`src/rtl/sensor_monitor.sv`:
```
`default_nettype none
// ============================================================================
// Module   : sensor_monitor
// Brief    : Debounced, maskable multi-channel sensor error monitor with sticky
//            per-channel fault flags and a saturating fault-event counter.
//            Optional macro SENSOR_MON_INPUT_SYNC_EN adds a 2-flop sensor sync.
// Revision : 1.0 - initial release
// ============================================================================
module sensor_monitor #(
  parameter int NUM_CHAN  = 4,
  parameter int DEBOUNCE  = 3,
  parameter int CNT_WIDTH = 8
) (
  input  logic                  clk,
  input  logic                  n_rst,
  input  logic [4*NUM_CHAN-1:0] sensors,
  input  logic [NUM_CHAN-1:0]   chan_mask,
  input  logic                  clear,
  output logic [NUM_CHAN-1:0]   chan_error,
  output logic                  error,
  output logic [NUM_CHAN-1:0]   fault_latch,
  output logic [CNT_WIDTH-1:0]  fault_count
);

  localparam int                   DW         = $clog2(DEBOUNCE + 1);
  localparam logic [DW-1:0]        C_CNT_LAST = DW'(DEBOUNCE - 1);
  localparam logic [CNT_WIDTH-1:0] C_CNT_MAX  = '1;

  typedef enum logic [1:0] {
    ST_OK    = 2'd0,
    ST_PEND  = 2'd1,
    ST_FAULT = 2'd2
  } state_t;

  logic [4*NUM_CHAN-1:0] w_sens;
  logic [NUM_CHAN-1:0]   w_fault_nxt;
  logic [NUM_CHAN-1:0]   w_entry;
  logic                  r_error;
  logic [NUM_CHAN-1:0]   r_latch;
  logic [CNT_WIDTH-1:0]  r_count;

`ifdef SENSOR_MON_INPUT_SYNC_EN
  logic [4*NUM_CHAN-1:0] r_sync1;
  logic [4*NUM_CHAN-1:0] r_sync2;

  always_ff @(posedge clk or negedge n_rst) begin
    if (!n_rst) begin
      r_sync1 <= '0;
      r_sync2 <= '0;
    end else begin
      r_sync1 <= sensors;
      r_sync2 <= r_sync1;
    end
  end

  assign w_sens = r_sync2;
`else
  assign w_sens = sensors;
`endif

  for (genvar c = 0; c < NUM_CHAN; c++) begin : g_chan
    state_t        r_state;
    state_t        w_state_nxt;
    logic [DW-1:0] r_cnt;
    logic [DW-1:0] w_cnt_nxt;
    logic [3:0]    w_s;
    logic          w_raw;

    assign w_s   = w_sens[4*c +: 4];
    assign w_raw = ~chan_mask[c] & (w_s[0] | (w_s[1] & (w_s[2] | w_s[3])));

    always_ff @(posedge clk or negedge n_rst) begin
      if (!n_rst) begin
        r_state <= ST_OK;
        r_cnt   <= '0;
      end else begin
        r_state <= w_state_nxt;
        r_cnt   <= w_cnt_nxt;
      end
    end

    // r_cnt counts edges already seen with raw high while in PEND
    always_comb begin
      w_state_nxt = r_state;
      w_cnt_nxt   = r_cnt;
      case (r_state)
        ST_OK: begin
          if (w_raw) begin
            if (DEBOUNCE == 1) begin
              w_state_nxt = ST_FAULT;
            end else begin
              w_state_nxt = ST_PEND;
              w_cnt_nxt   = DW'(1);
            end
          end
        end
        ST_PEND: begin
          if (!w_raw) begin
            w_state_nxt = ST_OK;
            w_cnt_nxt   = '0;
          end else if (r_cnt == C_CNT_LAST) begin
            w_state_nxt = ST_FAULT;
            w_cnt_nxt   = '0;
          end else begin
            w_cnt_nxt   = r_cnt + DW'(1);
          end
        end
        ST_FAULT: begin
          if (!w_raw) begin
            w_state_nxt = ST_OK;
          end
        end
        default: begin
          w_state_nxt = ST_OK;
          w_cnt_nxt   = '0;
        end
      endcase
    end

    assign w_fault_nxt[c] = (w_state_nxt == ST_FAULT);
    assign w_entry[c]     = w_fault_nxt[c] & (r_state != ST_FAULT);
    assign chan_error[c]  = (r_state == ST_FAULT);
  end

  always_ff @(posedge clk or negedge n_rst) begin
    if (!n_rst) begin
      r_error <= 1'b0;
      r_latch <= '0;
      r_count <= '0;
    end else begin
      r_error <= |w_fault_nxt;
      // a new entry on the clearing edge survives the clear
      r_latch <= (clear ? {NUM_CHAN{1'b0}} : r_latch) | w_entry;
      if (clear) begin
        r_count <= (|w_entry) ? CNT_WIDTH'(1) : '0;
      end else if ((|w_entry) && (r_count != C_CNT_MAX)) begin
        r_count <= r_count + CNT_WIDTH'(1);
      end
    end
  end

  assign error       = r_error;
  assign fault_latch = r_latch;
  assign fault_count = r_count;

endmodule
`default_nettype wire
```
`config.mk`:
```
export PLATFORM = sky130hd
export DESIGN_NAME = sensor_monitor
export DESIGN_NICKNAME = d
export VERILOG_FILES = /design/src/rtl/sensor_monitor.sv
export SDC_FILE = /design/constraint.sdc
export NUM_CORES = 1
export LEC_CHECK = 0
export CORE_MARGIN = 2
export CORE_UTILIZATION = 30
export DETAILED_ROUTE_END_ITERATION = 8
export GPL_TIMING_DRIVEN = 0
export PLACE_DENSITY = 0.57
export SYNTH_ARGS = -nofsm -noshare
export SYNTH_HDL_FRONTEND = slang
export SYNTH_SLANG_ARGS = --single-unit
```
`constraint.sdc`:
```
create_clock -name clk -period 2.5 [get_ports clk]
set_input_delay 0.5 -clock clk [delete_from_list [all_inputs] [get_ports clk]]
set_output_delay 0.5 -clock clk [all_outputs]
set_load 0.1 [all_outputs]
```
==> results.md, run 1 <==
- Run status: finished clean
- Max Buffers Root-to-Sink: 2
- Final GP Congestion: 0.786
- Critical Path RT: 2.00 ns
- Routed WL: approximately 3100 um
- Rel. slew slack: 0.347
- CP delay by family, top: buffers and inverters
- Sequential share of the synthesized area: 0.509
- Multi-input gate area: roughly 650 um2
- Worst r2r path cells: 6
- Final layout net count: roughly 200
- Setup total negative slack: 0 ns
- Die area: around 0.0053 mm2
- Min Tclk post-route: 2.39 ns
- Worst setup path class: flop to primary output
- CTS H-tree lvls: 2
- CP Cell Sequence: clkdlybuf4s50_1
- Post-route ant nets: 0
- Die Height: 73.0 um
- Area taken by flip-flops and latches: 726 um2
- DRC viols: 0
- CTS tree: yes
- I/O pin cnt: 40
- Row count: 25
- Unrepaired setup endpoints after global routing: false
- Hold_buf cts: 0
- Violation count after the first detailed-route iteration: 52
- First-pass GRT wire length: 5060 um
- Worst-path clk slew: 0.06 ns
- Share of cells above drive strength 1: 0.122
- All-Layer GR Usage: 0.127
- Total setup buffers inserted after CTS: 0
- Crit path DAT: 1.89 ns
- # diodes: 0
- Max Slew Vio Count: 0
- Power Dens Cells: 563 mW/mm2
- Mapped Cells: 134
- Core Region: 0.00466 mm2
- Yosys warnings: 0
- Total grt overflow: 0
- Area leader, netlist: dfrtp_1
- Starting density of the core: 0.306
- CTS Buf Count: 5
- Number of fill cells: 439
- Vias in the first global route: 1118
- Synth Register Bits: 29
- CP bufs+invs: 1
- Max incr delay on CP: ~1.2 ns
- Worst VDD drop: 0.215 mV
- Syn_area_per_cell: 10.6 um2
- Post-Syn Area: 0.00143 mm2
- Netlist cell types: 28
- Clock latency on the worst-skew pair: ~0.27 ns
- DP Wirelength: 2380 um
- Chip Width: 73.0 um
- Yosys top cell area share: 0.509
- Pre-antenna DRT Iters: 4
- Leak: 0.874 nW
- Root Driver: clkbuf_8
- IO Port Bufs: 38
- Number of max-cap violations: 0
- Largest cells by area after synthesis: dfrtp_1 (51%), nor2b_1 (4.8%), o21a_1 (4.7%)
- CP max FO: 6
- # setup viols final: 0
- CP Launch Type: flop
- CTS Sinks: 29
- Clock Skew: 0.00421 ns
- Fin. Hold Viols: 0
- Period utilization: 0.956
- Pin slew with the least headroom to its limit: 0.976 ns
- Avg WL per Cell: 13.3 um
- Hold crit path type: input port to asynchronous set/reset pin
- Max Freq: about 0.42 GHz
- Cell count along the critical path: 1
- Layout overhead on the synthesized area: 37.8%
- Initial antenna violation count: 0
- CP Capture Type: primary output
- Highest-delay cell along the critical path: clkdlybuf4s50_1
- Pin count of the biggest net entering global routing: 30
- Syn nets: 158
- Total number of vias: 1193
- Vias/cell: roughly 5.1
- Hold slack: 0.243 ns
## synth_stat cells, drive strengths merged
master,instances
nor3,2
or3,4
inv,8
mux2i,1
o21ai,11
o21a,9
nand3,4
nand4,1
nor4,1
a31o,4
ha,1
buf,2
o41ai,1
nor3b,4
o31ai,3
and4bb,1
dfrtp,29
o211a,1
nor2,3
or4,4
nor2b,11
nand4bb,3
a21oi,10
a211oi,3
nand2,6
a21o,7
## layout by cell type (no fill, tap or decap), drive strengths merged, types with 2 or more instances in the layout
| master | synthesis | final |
|---|---|---|
| a211oi | 3 | 3 |
| a21o | 7 | 7 |
| a21oi | 10 | 10 |
| a31o | 4 | 4 |
| buf | 2 | 3 |
| clkbuf | 0 | 7 |
| clkdlybuf4s50 | 0 | 33 |
| dfrtp | 29 | 29 |
| dlygate4sd2 | 0 | 4 |
| inv | 8 | 8 |
| nand2 | 6 | 6 |
| nand3 | 4 | 4 |
| nand4bb | 3 | 3 |
| nor2 | 3 | 3 |
| nor2b | 11 | 11 |
| nor3 | 2 | 2 |
| nor3b | 4 | 4 |
| o21a | 9 | 9 |
| o21ai | 11 | 11 |
| o31ai | 3 | 3 |
| or3 | 4 | 4 |
| or4 | 4 | 4 |
## flip-flops by register name, summed over array words and instances (netlist names)
name,flops
fault_count,8
fault_latch,4
g_chan.r_state,8
error,1
g_chan.r_cnt,8
## path summary, 6_finish.rpt
path	start	to	slack (ns)
min reg2reg	fault_latch[3]	fault_latch[3]	0.48
max	fault_count[4]	fault_count[4]	0.11
max reg2reg	g_chan[1].r_cnt[0]	fault_count[4]	0.53
max in group asynchronous	n_rst	fault_count[1]	1.84
min	n_rst	g_chan[0].r_cnt[0]	0.24
min in group clk	clear	fault_count[7]	0.42
## metal layers
layer  vias to the layer above  wire length (um)  track usage
li1                        585                 -            -
met1                       565              1390        0.155
met2                        41              1470        0.203
met3                         2               229       0.0594
met4                         0                11       0.0309
met5                         -                 0            0
## kinds of logic (layout without fill, tap and decap cells)
kind of cell / count (synthesis) / in the layout / share of synthesized area
DFF: 29 / 29 / 0.509
and+or+nand+nor: 44 / 44 / 0.194
buffers and inverters: 10 / 56 / 0.0368
AOI/OAI and AO/OA: 49 / 49 / 0.245
muxes: 1 / 1 / 0.00702
adders and majority gates: 1 / 1 / 0.00877
## timing repair
| item | CTS | global route |
|---|---|---|
| resized for setup | 4 | 0 |
| setup endpoints to repair | 4 | 0 |
| hold endpoints to repair | 0 | 0 |
## stage by stage
step,instances,power [mW],instance area [um2],setup slack (ns),util
finish,234,1.11,1970,0.110,0.422
global route,234,1.18,1970,0.0388,0.422
CTS,234,1.13,1970,0.0994,0.423
detailed placement,226,0.713,1870,0.0181,0.402
global placement,226,0.705,1870,0.0377,0.402
floorplan,134,0.641,1430,0.135,-
## area by class of cell
class	count	area share
inverters	8	0.0153
repair buffers	38	0.188
clock inverters	1	0.00255
multi-input cells	95	0.330
plain buffers	2	0.0115
clock buffers	7	0.0490
flip-flops and latches	29	0.369
well taps	54	0.0344
## where the power goes
part           switching [mW]  internal, mW  total (mW)
registers              0.0369         0.503       0.540
logic                  0.0820        0.0802       0.162
clock network           0.157         0.248       0.405
No activity file was read; power rests on OpenSTA's default activity.
==> run 2: changes to the inputs <==
--- a/config.mk
+++ b/config.mk
@@ -8,7 +8,6 @@
 export CORE_MARGIN = 2
 export CORE_UTILIZATION = 30
 export DETAILED_ROUTE_END_ITERATION = 8
-export GPL_TIMING_DRIVEN = 0
 export PLACE_DENSITY = 0.57
 export SYNTH_ARGS = -nofsm -noshare
 export SYNTH_HDL_FRONTEND = slang
==> results.md, run 2 (synthesis results as in run 1) <==
- Max Freq: 0.467 GHz
- Worst VDD drop: 0.232 mV
- CP Capture Type: flop
- Total number of vias: 1232
- Routed WL: 3240 um
- Worst-path clk slew: 0.06 ns
- Hold slack: 0.480 ns
- CTS Buf Count: 5
- Root Driver: clkbuf_8
- P_sw: 0.292 mW
- Crit path DAT: 2.34 ns
- IO Port Bufs: 39
- Vias/cell: 5.18
- DRC viols: 0
- Net Sw Frac: 0.260
- PostCTS Resize Cnt: 0
- PnR Total Power: ~1.1 mW
- Final Util: 0.420
- Most common cell after layout, fill and taps aside: dfrtp_1
- Violation count after the first detailed-route iteration: 72
- Starting density of the core: 0.306
- Unrepaired setup endpoints after global routing: false
- CTS tree: yes
- Pin slew with the least headroom to its limit: 0.474 ns
- Power Dens Cells: 574 mW/mm2
- Pin count of the biggest net entering global routing: 30
- DP Wirelength: 2460 um
- Total grt overflow: 0
- Clock latency on the worst-skew pair: 0.28 ns
- Int Pwr: 0.832 mW
- Pre-antenna DRT Iters: 4
- First-pass GRT wire length: 5190 um
- Period utilization: 0.857
- CP Launch Type: input port
- Avg WL per Cell: 13.6 um
- I/O pin cnt: 40
- Row count: 25
- Share of cells above drive strength 1: 0.223
- Vias in the first global route: 1110
- Chip Width: 73.0 um
- Fin. Hold Viols: 0
- Die area: 0.00532 mm2
- Rel. slew slack: 0.681
- Min Tclk post-route: around 2.1 ns
- Final layout net count: 207
- Sequential Power Share: 0.481
- Combinational share of power: 0.147
- Clock share of power: 0.372
- Setup total negative slack: 0 ns
- CTS H-tree lvls: 2
- Initial antenna violation count: 0
- Critical Path RT: roughly 2.7 ns
- Run status: finished clean
- Commonest cells after routing, fill and taps aside: dfrtp_1 (29), clkdlybuf4s50_1 (22), buf_4 (22), nor2b_1 (11)
- Leak: 0.907 nW
- Core Region: 0.00466 mm2
- Max Buffers Root-to-Sink: 2
- Layout overhead on the synthesized area: 37.3%
- Hold_buf cts: 0
- Post-route ant nets: 0
- Final GP Congestion: 0.781
- Max Slew Vio Count: 0
- # diodes: 0
- Die Height: 73.0 um
- Hold crit path type: flop to flop
- Worst setup path class: input port to flop
- # setup viols final: 0
- Number of max-cap violations: 0
- All-Layer GR Usage: 0.128
- CP max FO: 14
- Clock Skew: 0.00414 ns
- Total setup buffers inserted after CTS: 0
- CTS Sinks: 29
-- run 2: critical path, cell delays in order --
cell and delay, ns:
clkdlybuf4s50_1 0.45, o21ai_0 0.13, a211oi_2 0.33, o41ai_2 0.11, buf_4 0.19, or4_1 0.48, a21oi_1 0.15
-- run 2: layout make-up --
cell class	count	area (um2)
timing repair buffer	44	385
multi-input combinational	95	648
tap	54	67.6
clock buffer	7	96.3
fill	447	2700
inverter	8	30.0
clock inverter	1	5.00
sequential	29	726
-- run 2: metal layers --
metal	share of wire	vias to the layer above	global-route usage
met3	0.089	5	0.0497
met4	0.011	0	0.0494
li1	-	593	-
met1	0.45	586	0.168
met2	0.45	48	0.191
met5	0	-	0
-- run 2: path summary, 6_finish.rpt --
kind / slack (ns) / cells after the start / end / startpoint
worst max-delay path: 0.36 / 7 / fault_count[5] / sensors[11]
worst min-delay path: 0.48 / 1 / fault_latch[3] / fault_latch[3]
worst max register to register: 0.56 / 6 / fault_count[5] / g_chan[1].r_cnt[0]
worst min register to register: 0.48 / 1 / fault_latch[3] / fault_latch[3]
max in group asynchronous: 1.61 / 2 / fault_count[1] / n_rst
min in group asynchronous: 0.60 / 2 / g_chan[0].r_cnt[1] / n_rst
-- run 2: metrics by stage --
stage / instance area, um2 / worst slack, ns / instances
2_1_floorplan: 1430 / 0.135 / 134
3_3_place_gp: 1860 / 0.0766 / 230
3_5_place_dp: 1860 / 0.0540 / 230
4_1_cts: 1960 / 0.343 / 238
5_1_grt: 1960 / 0.256 / 238
6_report: 1960 / 0.358 / 238
-- run 2: power groups by stage --
stage | combinational (mW) | clock [mW] | sequential [mW]
4_1_cts | 0.167 | 0.434 | 0.539
2_1_floorplan | 0.0757 | 0 | 0.566
3_3_place_gp | 0.162 | 0 | 0.544
5_1_grt | 0.178 | 0.461 | 0.544
3_5_place_dp | 0.167 | 0 | 0.547
6_report | 0.165 | 0.418 | 0.541
